### config.mk
export PLATFORM = sky130hd
export DESIGN_NAME = mips_hazard_ctrl_flat
export DESIGN_NICKNAME = d
export VERILOG_FILES = /design/src/rtl/mips_pipe_pkg.sv /design/src/rtl/mips_hazard_ctrl_if.sv /design/src/rtl/mips_fwd_unit.sv /design/src/rtl/mips_hazard_ctrl.sv /design/src/flat_wrapper.sv
export SDC_FILE = /design/constraint.sdc
export NUM_CORES = 1
export LEC_CHECK = 0
export CAP_MARGIN = 40
export CORE_ASPECT_RATIO = 0.75
export CORE_MARGIN = 2
export CORE_UTILIZATION = 37
export CTS_BUF_LIST = sky130_fd_sc_hd__clkbuf_4
export DETAILED_ROUTE_END_ITERATION = 8
export PLACE_DENSITY = 0.85
export SYNTH_ARGS = -nofsm -noshare
export SYNTH_HDL_FRONTEND = slang
export SYNTH_SLANG_ARGS = --single-unit
### constraint.sdc
create_clock -name i_Clk -period 2.6 [get_ports i_Clk]
set_input_delay 0.65 -clock i_Clk [delete_from_list [all_inputs] [get_ports i_Clk]]
set_output_delay 0.65 -clock i_Clk [all_outputs]
set_load 0.01 [all_outputs]
### src/rtl/mips_pipe_pkg.sv
// Shared pipeline-control encodings for the MIPS hazard unit: forwarding selects,
// MemtoReg load code, hazard FSM states and the stall/flush control bundle.
package mips_pipe_pkg;

   localparam int unsigned REG_W = 5;

   localparam logic [1:0] FWD_RF = 2'b00;
   localparam logic [1:0] FWD_W  = 2'b01;
   localparam logic [1:0] FWD_M  = 2'b10;

   localparam logic [1:0] MEMTOREG_LOAD = 2'b01;

   localparam logic [1:0] RUN     = 2'd0;
   localparam logic [1:0] MEMWAIT = 2'd1;
   localparam logic [1:0] TIMEOUT = 2'd2;

   // Stall (active-low write enables) and flush controls for the pipeline registers
   typedef struct packed {
      logic we_n_f;
      logic we_n_d;
      logic we_n_e;
      logic we_n_m;
      logic we_n_w;
      logic clr_d;
      logic clr_e;
   } haz_ctl_t;

   localparam haz_ctl_t CTL_FREEZE = '{we_n_f: 1'b1, we_n_d: 1'b1, we_n_e: 1'b1,
                                       we_n_m: 1'b1, we_n_w: 1'b1,
                                       clr_d: 1'b0, clr_e: 1'b0};

   // M-stage result wins over W-stage; $0 is never forwarded
   function automatic logic [1:0] fwd_sel(input logic [REG_W-1:0] src,
                                          input logic             rw_m,
                                          input logic [REG_W-1:0] wr_m,
                                          input logic             rw_w,
                                          input logic [REG_W-1:0] wr_w);
      logic [1:0] sel;
      sel = FWD_RF;
      if (rw_m && (wr_m != REG_W'(0)) && (wr_m == src)) begin
         sel = FWD_M;
      end else if (rw_w && (wr_w != REG_W'(0)) && (wr_w == src)) begin
         sel = FWD_W;
      end
      return sel;
   endfunction

endpackage

### src/rtl/mips_hazard_ctrl_if.sv
// Pipeline-side bundle seen by the hazard controller: stage register numbers and
// control bits in, stall/flush/forward controls out.
interface mips_hazard_ctrl_if #(
   parameter int unsigned CNT_W = 32
);
   logic [4:0]       i_RsD;
   logic [4:0]       i_RtD;
   logic [4:0]       i_RsE;
   logic [4:0]       i_RtE;
   logic [1:0]       i_MemtoRegE;
   logic             i_RegWriteE;
   logic [4:0]       i_WriteRegM;
   logic             i_RegWriteM;
   logic [4:0]       i_WriteRegW;
   logic             i_RegWriteW;
   logic             i_PCSrcD;
   logic             i_DmemReq;
   logic             i_DmemRdy;

   logic             o_WE_n_F;
   logic             o_WE_n_D;
   logic             o_WE_n_E;
   logic             o_WE_n_M;
   logic             o_WE_n_W;
   logic             o_CLR_D;
   logic             o_CLR_E;
   logic [1:0]       o_FwdAE;
   logic [1:0]       o_FwdBE;
   logic             o_MemTimeout;
   logic [CNT_W-1:0] o_StallCycles;

   // Hazard controller side
   modport master (
      input  i_RsD, i_RtD, i_RsE, i_RtE, i_MemtoRegE, i_RegWriteE,
             i_WriteRegM, i_RegWriteM, i_WriteRegW, i_RegWriteW,
             i_PCSrcD, i_DmemReq, i_DmemRdy,
      output o_WE_n_F, o_WE_n_D, o_WE_n_E, o_WE_n_M, o_WE_n_W,
             o_CLR_D, o_CLR_E, o_FwdAE, o_FwdBE, o_MemTimeout, o_StallCycles
   );

   // Pipeline datapath side
   modport slave (
      output i_RsD, i_RtD, i_RsE, i_RtE, i_MemtoRegE, i_RegWriteE,
             i_WriteRegM, i_RegWriteM, i_WriteRegW, i_RegWriteW,
             i_PCSrcD, i_DmemReq, i_DmemRdy,
      input  o_WE_n_F, o_WE_n_D, o_WE_n_E, o_WE_n_M, o_WE_n_W,
             o_CLR_D, o_CLR_E, o_FwdAE, o_FwdBE, o_MemTimeout, o_StallCycles
   );

endinterface

### src/rtl/mips_fwd_unit.sv
// EX-stage operand forwarding selects; purely combinational register-number compare.
module mips_fwd_unit
   import mips_pipe_pkg::*;
(
   input  logic [REG_W-1:0] i_RsE,
   input  logic [REG_W-1:0] i_RtE,
   input  logic [REG_W-1:0] i_WriteRegM,
   input  logic             i_RegWriteM,
   input  logic [REG_W-1:0] i_WriteRegW,
   input  logic             i_RegWriteW,
   output logic [1:0]       o_FwdAE,
   output logic [1:0]       o_FwdBE
);

   always_comb begin
      o_FwdAE = fwd_sel(i_RsE, i_RegWriteM, i_WriteRegM, i_RegWriteW, i_WriteRegW);
      o_FwdBE = fwd_sel(i_RtE, i_RegWriteM, i_WriteRegM, i_RegWriteW, i_WriteRegW);
   end

endmodule

### src/rtl/mips_hazard_ctrl.sv
// Pipeline hazard controller: load-use stall, branch flush, data-memory wait freeze
// with watchdog. Optional stall-cycle counter built when HAZ_PERF_EN is defined.
module mips_hazard_ctrl
   import mips_pipe_pkg::*;
#(
   parameter int unsigned MEM_WAIT_MAX = 16,
   parameter int unsigned CNT_W        = 32
) (
   input  logic                   i_Clk,
   input  logic                   Reset,
   mips_hazard_ctrl_if.master     bus
);

   localparam int unsigned      WAIT_W   = $clog2(MEM_WAIT_MAX + 1);
   localparam logic [WAIT_W-1:0] WAIT_LIM = WAIT_W'(MEM_WAIT_MAX);

   logic [1:0]        state_q, state_d;
   logic [WAIT_W-1:0] wait_cnt_q, wait_cnt_d;
   logic [WAIT_W-1:0] wait_inc;
   logic              timeout_q, timeout_d;
   logic              lwstall;
   logic              memwait;
   haz_ctl_t          ctl;

   mips_fwd_unit u_fwd (
      .i_RsE       (bus.i_RsE),
      .i_RtE       (bus.i_RtE),
      .i_WriteRegM (bus.i_WriteRegM),
      .i_RegWriteM (bus.i_RegWriteM),
      .i_WriteRegW (bus.i_WriteRegW),
      .i_RegWriteW (bus.i_RegWriteW),
      .o_FwdAE     (bus.o_FwdAE),
      .o_FwdBE     (bus.o_FwdBE)
   );

   always_comb begin
      lwstall = bus.i_RegWriteE && (bus.i_MemtoRegE == MEMTOREG_LOAD) &&
                (bus.i_RtE != REG_W'(0)) &&
                ((bus.i_RtE == bus.i_RsD) || (bus.i_RtE == bus.i_RtD));
      memwait = bus.i_DmemReq && !bus.i_DmemRdy;
      wait_inc = (wait_cnt_q == '1) ? wait_cnt_q : wait_cnt_q + WAIT_W'(1);
   end

   // Next state and controls; memory freeze outranks load-use, which outranks branch flush
   always_comb begin
      state_d    = state_q;
      wait_cnt_d = wait_cnt_q;
      timeout_d  = timeout_q;
      ctl        = '0;
      case (state_q)
         RUN: begin
            if (memwait) begin
               ctl        = CTL_FREEZE;
               wait_cnt_d = WAIT_W'(1);
               if (WAIT_LIM <= WAIT_W'(1)) begin
                  state_d   = TIMEOUT;
                  timeout_d = 1'b1;
               end else begin
                  state_d = MEMWAIT;
               end
            end else if (lwstall) begin
               ctl.we_n_f = 1'b1;
               ctl.we_n_d = 1'b1;
               ctl.clr_e  = 1'b1;
            end else if (bus.i_PCSrcD) begin
               ctl.clr_d = 1'b1;
            end
         end
         MEMWAIT: begin
            ctl = CTL_FREEZE;
            // A dropped request ends the wait just like ready
            if (bus.i_DmemRdy || !bus.i_DmemReq) begin
               state_d    = RUN;
               wait_cnt_d = '0;
            end else begin
               wait_cnt_d = wait_inc;
               if (wait_inc >= WAIT_LIM) begin
                  state_d   = TIMEOUT;
                  timeout_d = 1'b1;
               end
            end
         end
         TIMEOUT: begin
            ctl       = CTL_FREEZE;
            timeout_d = 1'b1;
         end
         default: begin
            state_d    = RUN;
            wait_cnt_d = '0;
         end
      endcase
   end

   always_ff @(posedge i_Clk or negedge Reset) begin
      if (!Reset) begin
         state_q    <= RUN;
         wait_cnt_q <= '0;
         timeout_q  <= 1'b0;
      end else begin
         state_q    <= state_d;
         wait_cnt_q <= wait_cnt_d;
         timeout_q  <= timeout_d;
      end
   end

   assign bus.o_WE_n_F     = ctl.we_n_f;
   assign bus.o_WE_n_D     = ctl.we_n_d;
   assign bus.o_WE_n_E     = ctl.we_n_e;
   assign bus.o_WE_n_M     = ctl.we_n_m;
   assign bus.o_WE_n_W     = ctl.we_n_w;
   assign bus.o_CLR_D      = ctl.clr_d;
   assign bus.o_CLR_E      = ctl.clr_e;
   assign bus.o_MemTimeout = timeout_q;

`ifdef HAZ_PERF_EN
   logic [CNT_W-1:0] stall_cnt_q, stall_cnt_d;

   // Saturating count of cycles with the PC held
   always_comb begin
      stall_cnt_d = stall_cnt_q;
      if (ctl.we_n_f && (stall_cnt_q != '1)) begin
         stall_cnt_d = stall_cnt_q + CNT_W'(1);
      end
   end

   always_ff @(posedge i_Clk or negedge Reset) begin
      if (!Reset) begin
         stall_cnt_q <= '0;
      end else begin
         stall_cnt_q <= stall_cnt_d;
      end
   end

   assign bus.o_StallCycles = stall_cnt_q;
`else
   assign bus.o_StallCycles = '0;
`endif

endmodule

### src/flat_wrapper.sv
// flat-port wrapper written by rule: the top's interface ports become plain ports
module mips_hazard_ctrl_flat import mips_pipe_pkg::*;
#(
   parameter int unsigned MEM_WAIT_MAX = 16,
   parameter int unsigned CNT_W        = 32
)
  (i_Clk, Reset, bus_i_RsD, bus_i_RtD, bus_i_RsE, bus_i_RtE, bus_i_MemtoRegE, bus_i_RegWriteE, bus_i_WriteRegM, bus_i_RegWriteM, bus_i_WriteRegW, bus_i_RegWriteW, bus_i_PCSrcD, bus_i_DmemReq, bus_i_DmemRdy, bus_o_WE_n_F, bus_o_WE_n_D, bus_o_WE_n_E, bus_o_WE_n_M, bus_o_WE_n_W, bus_o_CLR_D, bus_o_CLR_E, bus_o_FwdAE, bus_o_FwdBE, bus_o_MemTimeout, bus_o_StallCycles);
  mips_hazard_ctrl_if #(.CNT_W(CNT_W)) bus_i ();
  input  logic i_Clk;
  input  logic Reset;
  input wire logic [$bits(bus_i.i_RsD)-1:0] bus_i_RsD;
  input wire logic [$bits(bus_i.i_RtD)-1:0] bus_i_RtD;
  input wire logic [$bits(bus_i.i_RsE)-1:0] bus_i_RsE;
  input wire logic [$bits(bus_i.i_RtE)-1:0] bus_i_RtE;
  input wire logic [$bits(bus_i.i_MemtoRegE)-1:0] bus_i_MemtoRegE;
  input wire logic [$bits(bus_i.i_RegWriteE)-1:0] bus_i_RegWriteE;
  input wire logic [$bits(bus_i.i_WriteRegM)-1:0] bus_i_WriteRegM;
  input wire logic [$bits(bus_i.i_RegWriteM)-1:0] bus_i_RegWriteM;
  input wire logic [$bits(bus_i.i_WriteRegW)-1:0] bus_i_WriteRegW;
  input wire logic [$bits(bus_i.i_RegWriteW)-1:0] bus_i_RegWriteW;
  input wire logic [$bits(bus_i.i_PCSrcD)-1:0] bus_i_PCSrcD;
  input wire logic [$bits(bus_i.i_DmemReq)-1:0] bus_i_DmemReq;
  input wire logic [$bits(bus_i.i_DmemRdy)-1:0] bus_i_DmemRdy;
  output wire logic [$bits(bus_i.o_WE_n_F)-1:0] bus_o_WE_n_F;
  output wire logic [$bits(bus_i.o_WE_n_D)-1:0] bus_o_WE_n_D;
  output wire logic [$bits(bus_i.o_WE_n_E)-1:0] bus_o_WE_n_E;
  output wire logic [$bits(bus_i.o_WE_n_M)-1:0] bus_o_WE_n_M;
  output wire logic [$bits(bus_i.o_WE_n_W)-1:0] bus_o_WE_n_W;
  output wire logic [$bits(bus_i.o_CLR_D)-1:0] bus_o_CLR_D;
  output wire logic [$bits(bus_i.o_CLR_E)-1:0] bus_o_CLR_E;
  output wire logic [$bits(bus_i.o_FwdAE)-1:0] bus_o_FwdAE;
  output wire logic [$bits(bus_i.o_FwdBE)-1:0] bus_o_FwdBE;
  output wire logic [$bits(bus_i.o_MemTimeout)-1:0] bus_o_MemTimeout;
  output wire logic [$bits(bus_i.o_StallCycles)-1:0] bus_o_StallCycles;
  assign bus_i.i_RsD = bus_i_RsD;
  assign bus_i.i_RtD = bus_i_RtD;
  assign bus_i.i_RsE = bus_i_RsE;
  assign bus_i.i_RtE = bus_i_RtE;
  assign bus_i.i_MemtoRegE = bus_i_MemtoRegE;
  assign bus_i.i_RegWriteE = bus_i_RegWriteE;
  assign bus_i.i_WriteRegM = bus_i_WriteRegM;
  assign bus_i.i_RegWriteM = bus_i_RegWriteM;
  assign bus_i.i_WriteRegW = bus_i_WriteRegW;
  assign bus_i.i_RegWriteW = bus_i_RegWriteW;
  assign bus_i.i_PCSrcD = bus_i_PCSrcD;
  assign bus_i.i_DmemReq = bus_i_DmemReq;
  assign bus_i.i_DmemRdy = bus_i_DmemRdy;
  assign bus_o_WE_n_F = bus_i.o_WE_n_F;
  assign bus_o_WE_n_D = bus_i.o_WE_n_D;
  assign bus_o_WE_n_E = bus_i.o_WE_n_E;
  assign bus_o_WE_n_M = bus_i.o_WE_n_M;
  assign bus_o_WE_n_W = bus_i.o_WE_n_W;
  assign bus_o_CLR_D = bus_i.o_CLR_D;
  assign bus_o_CLR_E = bus_i.o_CLR_E;
  assign bus_o_FwdAE = bus_i.o_FwdAE;
  assign bus_o_FwdBE = bus_i.o_FwdBE;
  assign bus_o_MemTimeout = bus_i.o_MemTimeout;
  assign bus_o_StallCycles = bus_i.o_StallCycles;
  mips_hazard_ctrl #(.MEM_WAIT_MAX(MEM_WAIT_MAX), .CNT_W(CNT_W)) u_core (.i_Clk(i_Clk), .Reset(Reset), .bus(bus_i));
endmodule
==> results.sh <==
export IMPL_drc=0
export IMPL_syn2layout_area_growth_pct=54.6
export IMPL_synth_area_leaders="sky130_fd_sc_hd__buf_4 21%, sky130_fd_sc_hd__xor2_1 17%, sky130_fd_sc_hd__dfrtp_1 16%, sky130_fd_sc_hd__ha_1 5.0%, sky130_fd_sc_hd__xnor2_1 4.2%"
export IMPL_grt_start_max_net_pins=12
export IMPL_post_synth_top_area_cell="sky130_fd_sc_hd__buf_4"
export IMPL_n_antenna_cell=0
export IMPL_register_area_um2=200
export IMPL_rsz0062_at_grt="yes"
export IMPL_drt_pass1_iter_count=4
export IMPL_dpl_cell_area_mm2=0.00180
export IMPL_placed_cells_incl_taps=256
export IMPL_finalWorstPathRequiredPeriod_ps=2650
export IMPL_final_setup_skew_ps=3.89
export IMPL_met3RoutedLength_um=248
export IMPL_overflow=0
export IMPL_slew_viol_final=0
export IMPL_drtAntennaViolNets=0
export IMPL_tritoncts_clock_tree="done"
export IMPL_antenna_found_initial=0
export IMPL_maxClockFrequency_mhz=377
export IMPL_worstSetupStartpointType="input port"
export IMPL_cell_variety_after_synth=33
export IMPL_fp_dieH_um=54.3
export IMPL_rows=18
export IMPL_hpwlAfterDp_mm=2.95
export IMPL_power_ir_vdd_worst_mv=0.199
export IMPL_synth_seq_cells=8
export IMPL_grt_use_total_pct=17.6
export IMPL_avgViaCountPerCell=4.67
export IMPL_wl_met2_mm=1.72
export IMPL_grt_pass1_wl_mm=5.24
export IMPL_die_w_um=71.1
export IMPL_critical_path_endpoint_type="output port"
export IMPL_synth_seq_area_share_pct=16.0
export IMPL_synthesis_yosys_warnings=0
export IMPL_final_hold_viol_count=0
export IMPL_clock_buffer_count_from_cts=3
export IMPL_status="complete, but fails checks"
export IMPL_leakage_nw=0.957
export IMPL_path_class_of_the_lowest_slack_min_delay_path="reg2reg"
export IMPL_stdcell_area_mm2=0.00193
export IMPL_floorplan_io_pins=84
export IMPL_portBuffers=51
export IMPL_placement_stage_worst_setup_slack_ps=-780
export IMPL_clock_transition_at_path_regs_ps=40
export IMPL_setup_ws_ps=-49.6
export IMPL_worstSkewPairLatency_ps=240
export IMPL_postRouteWirelength_mm=3.54
export IMPL_netlist_area_mm2=0.00125
export IMPL_clockBufferDepth=2
export IMPL_pwr_density_cell_mw_per_mm2=365
export IMPL_design_power_total_w=0.000705
export IMPL_design_die_area_mm2=0.00386
export IMPL_first_iter_violations=55
export IMPL_nets=271
export IMPL_multi_input_area_um2=966
export IMPL_routedWlPerCell_um=13.4
export IMPL_cap_violations=0
export IMPL_routabilityCongestion=0.896
export IMPL_syn_mean_instance_area_um2=8.06
export IMPL_ctsHtreeMaxLevel=1
export IMPL_maxUsedRoutingLayer="met4"
export IMPL_fillerInstances=278
export IMPL_period_share_pct=102
export IMPL_cts_sinks=8
export IMPL_grt_pass1_vias=1120
export IMPL_netlist_instances=155
export IMPL_routedLengthMet1_mm=1.50
export IMPL_layout_commonest_cell="sky130_fd_sc_hd__conb_1"
export IMPL_cts_root_buf="sky130_fd_sc_hd__clkbuf_4"
export IMPL_starting_density_pct=38.3
export IMPL_final_cells=264
export IMPL_dr_total_vias=1233
export IMPL_report_final_setup_viol=1
export IMPL_timing_critical_path_arrival_ps=2000
export IMPL_worst_setup_path_type="in2out"
export IMPL_critical_path_peak_fanout=2
export IMPL_mostFrequentLayoutCells="32 x sky130_fd_sc_hd__conb_1, 23 x sky130_fd_sc_hd__buf_4, 22 x sky130_fd_sc_hd__xor2_1, 11 x sky130_fd_sc_hd__buf_2"
export IMPL_violations="negative setup slack"
export IMPL_critPathRequiredTime_ps=1950
export IMPL_post_route_cells_drive_above_1_share_pct=33.5
export IMPL_synth_top_area_share_pct=21.0
export IMPL_core_area_mm2=0.00327
[routing by layer]
layer | vias to the layer above | GRT usage [%]
li1 | 600 | -
met1 | 577 | 23.5
met2 | 50 | 29.9
met3 | 6 | 1.66
met4 | 0 | 6.92
met5 | - | 0
[kinds of logic (layout without fill, tap and decap cells)]
| group | count (synthesis) | after routing | share of synthesized area [%] |
|---|---|---|---|
| AO/OA/AOI/OAI | 29 | 29 | 15.3 |
| XOR/XNOR | 30 | 30 | 21.0 |
| adder cells (fa/ha/maj) | 5 | 5 | 5.01 |
| buffers and inverters | 46 | 84 | 24.3 |
| flip-flops | 8 | 8 | 16.0 |
| other | 1 | 32 | 0.300 |
| AND/OR/NAND/NOR | 36 | 36 | 18.0 |
[final timing paths]
path,from,to,slack (ps),cells after the start
worst max-delay path,bus_i_WriteRegM[2],bus_o_FwdAE[0],-50,6
worst min-delay path,u_core.bus.o_MemTimeout,u_core.bus.o_MemTimeout,480,1
worst max register to register,u_core.wait_cnt_q[0],u_core.state_q[0],960,5
worst min register to register,u_core.bus.o_MemTimeout,u_core.bus.o_MemTimeout,480,1
max in group asynchronous,Reset,u_core.state_q[1],1680,1
min in group asynchronous,Reset,u_core.wait_cnt_q[4],670,1
[sequential cells by signal, indices dropped and copies added, names as in the netlist]
| name | count |
|---|---|
| u_core.wait_cnt_q | 5 |
| u_core.state_q | 2 |
| u_core.bus.o_MemTimeout | 1 |
[cells in the mapped netlist (all sizes together)]
cell type,count
buf,35
xor2,24
o21ai,13
dfrtp,8
clkbuf,7
nor2,7
xnor2,6
ha,5
nand2,5
nor4,5
or4,5
inv,4
nor3,4
a21oi,3
nand3,3
a211oi,2
a21o,2
a22oi,2
a31oi,2
nand2b,2
nor2b,2
o31ai,2
a32o,1
and4,1
conb,1
nand3b,1
o211a,1
o211ai,1
or2,1
[what timing repair did]
action	4_1_cts	5_1_grt
hold buffers	0	0
endpoints found under the hold margin	0	0
setup buffers	2	3
pin swaps	19	11
endpoints found under the setup margin	11	10
gates resized for setup	118	25
[power breakdown]
group	total, W	leakage [nW]	switching (W)	internal [W]
Combinational	0.000452	0.840	0.000236	0.000216
Clock	0.0000869	0.0138	0.0000346	0.0000523
Sequential	0.000166	0.103	0.0000232	0.000142
Total	0.000705	0.957	0.000294	0.000411
[area by class of cell]
cell class	count	share of cell area [%]
Multi-Input combinational cell	132	50.0
Timing Repair Buffer	77	35.1
Sequential cell	8	10.4
Tap cell	40	2.59
Clock buffer	3	1.17
Inverter	4	0.777
[stage by stage]
stage          hold WS (ps)  util (%)  TNS [ps]
2_1_floorplan           354         -         0
3_3_place_gp            476      55.0     -6400
3_5_place_dp            476      55.0     -6780
4_1_cts                 490      56.9     -56.3
5_1_grt                 507      59.2      -177
6_report                482      59.2     -49.6
[worst max-delay path, stage by stage]
cell and delay [ps]:
sky130_fd_sc_hd__buf_6 90, sky130_fd_sc_hd__or4_4 530, sky130_fd_sc_hd__o21ai_4 180, sky130_fd_sc_hd__nor4_4 80, sky130_fd_sc_hd__nor4_4 290, sky130_fd_sc_hd__buf_2 170
Power figures use the tool's default switching activity.
==> patch, RTL diff (same flow settings) <==
`MEM_WAIT_MAX` is set to 16 in 2 places; all go to 32.
--- a/src/rtl/mips_hazard_ctrl.sv
+++ b/src/rtl/mips_hazard_ctrl.sv
@@ -5,3 +5,3 @@
 #(
-   parameter int unsigned MEM_WAIT_MAX = 16,
+   parameter int unsigned MEM_WAIT_MAX = 32,
    parameter int unsigned CNT_W        = 32
--- a/src/flat_wrapper.sv
+++ b/src/flat_wrapper.sv
@@ -3,3 +3,3 @@
 #(
-   parameter int unsigned MEM_WAIT_MAX = 16,
+   parameter int unsigned MEM_WAIT_MAX = 32,
    parameter int unsigned CNT_W        = 32
Behaviour: same outputs for any inputs over 10 cycles, from zero or initial values and one cycle with Reset low; that may be too few to reach the edited logic, so the function may still have changed.
==> patch against the unedited design <==
  * The run still ends with negative setup slack left
  * First-iteration DRC count up 45%
  * Wire length increased by 15%
  * Sequential power increased by 9.6%
  * Synthesized area increased by 6.3%
  * Global-route usage up 1.8 points
  * Design area up 3.1%
  * Count of clock-buffer cells in the layout increased by 1
  * Critical path depth did not move
  * Power grew 9.1%
  * Sequential cell count up 1
  * Worst setup slack better by 24 ps
  * Non-clock buffer count fell by 1
  * Sequential share of layout area is 0.94 points higher
  * Via count increased by 10%
  * Critical path type unchanged
==> patch: results <==
group,metric,value,unit
grt,met2_usage,32.56,%
clock_network,insertion_delay,260,ps
worst_hold_path,hold_start,"u_core.bus.o_MemTimeout",
worst_setup_path,critPathKind,"in -> out",
placed_design,dp_hpwl,3193,um
clock_network,htree_levels,1,
outcome,status,"finished with violations",
routing,dr.pass1.iters,4,
synthesis,synth_top_cell_area_share,19.77,%
final_layout,drive_gt1_share,29.61,%
grt,grtUsageMet1,26.33,%
final_layout,largest_reg_flops,6,
synthesis,synth_common_cells,"35 x buf_4, 16 x xnor2_1, 14 x xor2_1",
routing,num_vias,1362,
worst_setup_path,arrival,1980,ps
final_layout,fillers,279,
final_layout,diodes,0,
grt,grt_max_degree,10,
sta,hold_violations,0,
grt,track_usage,19.38,%
pwr,vdd_drop_max,185.2,uV
pwr,p_leak,0.0009796,uW
routing,drt_iter0_drc,80,
grt,grt_first_pass_wirelength,6216,um
clock_network,clkTransAtPathRegs,60,ps
placed_design,pre_cts_ws,-769.7,ps
worst_setup_path,critPathMaxFanout,2,
synthesis,yosys_warnings,0,
worst_setup_path,crit-reg2reg-launch,"u_core.wait_cnt_q[0]",
worst_setup_path,cp-startpoint,"bus_i_WriteRegM[2]",
final_layout,regMostFlops,"u_core.wait_cnt_q",
sta,finalSetupViolations,2,
clock_network,cts_max_path_buffers,2,
clock_network,numCtsBuffers,3,
synthesis,yosysSeqAreaShare,16.95,%
sta,layout_setup_ws,-25.93,ps
sta,skew,5.873,ps
routing,wire_per_inst,14.96,um
placed_design,io_buffers,51,
synthesis,yosysUniqueCellTypes,40,
final_layout,nets,279,
outcome,violations,"negative setup slack",
worst_hold_path,worst_hold_path_type,"reg -> reg",
synthesis,synthArstFlopShare,100.0,%
clock_network,clockRootBuffer,"clkbuf_4",
synthesis,synth-main-ff-cell,"dfrtp_1",
synthesis,netlist_top_cells_area,"buf_4 20%, dfrtp_1 17%, xnor2_1 11%",
grt,grt_antenna_before_repair,0,
grt,grt_pass1_vias,1257,
placed_design,place.gp.congestion,0.9440,
grt,use_met3,2.899,%
patch: cell types whose count changed after synthesis, sizes merged, moves of 3 or more:
cell	unedited run	this run
clkbuf	7	4
xnor2	6	16
nand3	3	9
xor2	24	14
o21ai	13	9
a21oi	3	6
patch: where the power goes:
group,internal [uW],switching [uW]
Combinational,220,250
Clock,69.5,48.2
Sequential,159,23.0
patch: area by class of cell:
cell class / count / area share [%]
Sequential cell: 9 / 11.31
Inverter: 4 / 0.7538
Timing Repair Buffer: 76 / 32.85
Tap cell: 40 / 2.513
Multi-Input combinational cell: 140 / 51.07
Clock buffer: 4 / 1.508
patch: worst paths after layout:
check | end | slack [ps] | cells past startpoint
min | u_core.bus.o_MemTimeout | 470 | 1
max | bus_o_FwdBE[0] | -30 | 6
max in group asynchronous | u_core.state_q[1] | 1640 | 1
min reg2reg | u_core.bus.o_MemTimeout | 470 | 1
min in group asynchronous | u_core.wait_cnt_q[0] | 680 | 1
max reg2reg | u_core.state_q[1] | 790 | 5
patch: stage by stage:
stage	hold slack [ps]	instance area [sq um]	total power, uW	setup TNS [ps]	std cells
after floorplan	354.4	1445	472.9	0	193
after CTS	477.4	1932	754.2	-72.60	272
after detailed placement	451.1	1882	650.5	-5495	265
final	471.1	1992	769.2	-45.50	273
after global placement	459.7	1882	639.4	-5222	265
after global routing	519.0	1992	822.1	-134.9	273
patch: cell families after synthesis:
logic type,share of synthesized area [%]
fa+ha+maj,4.708
other cells,0.2822
buf+inv,22.32
flops,16.95
compound gates,14.50
simple gates,21.47
xor+xnor,19.77
patch: worst max-delay path, stage by stage:
cell      delay, ps
clkbuf_2        100
or4_4           520
o21ai_4         180
nor4_4           70
nor4_2          280
buf_2           170
patch: timing repair:
action | in CTS | in global routing
hold buffers | 0 | 0
gates resized for setup | 89 | 32
setup endpoints to repair | 11 | 8
pin swaps | 17 | 19
endpoints found under the hold margin | 0 | 0
setup buffers | 3 | 1
cloned | 0 | 0
patch: metal layers:
layer | vias to the layer above | share of wire [%]
li1 | 642 | -
met1 | 638 | 43
met2 | 72 | 50
met3 | 10 | 5.7
met4 | 0 | 1.4
met5 | - | 0
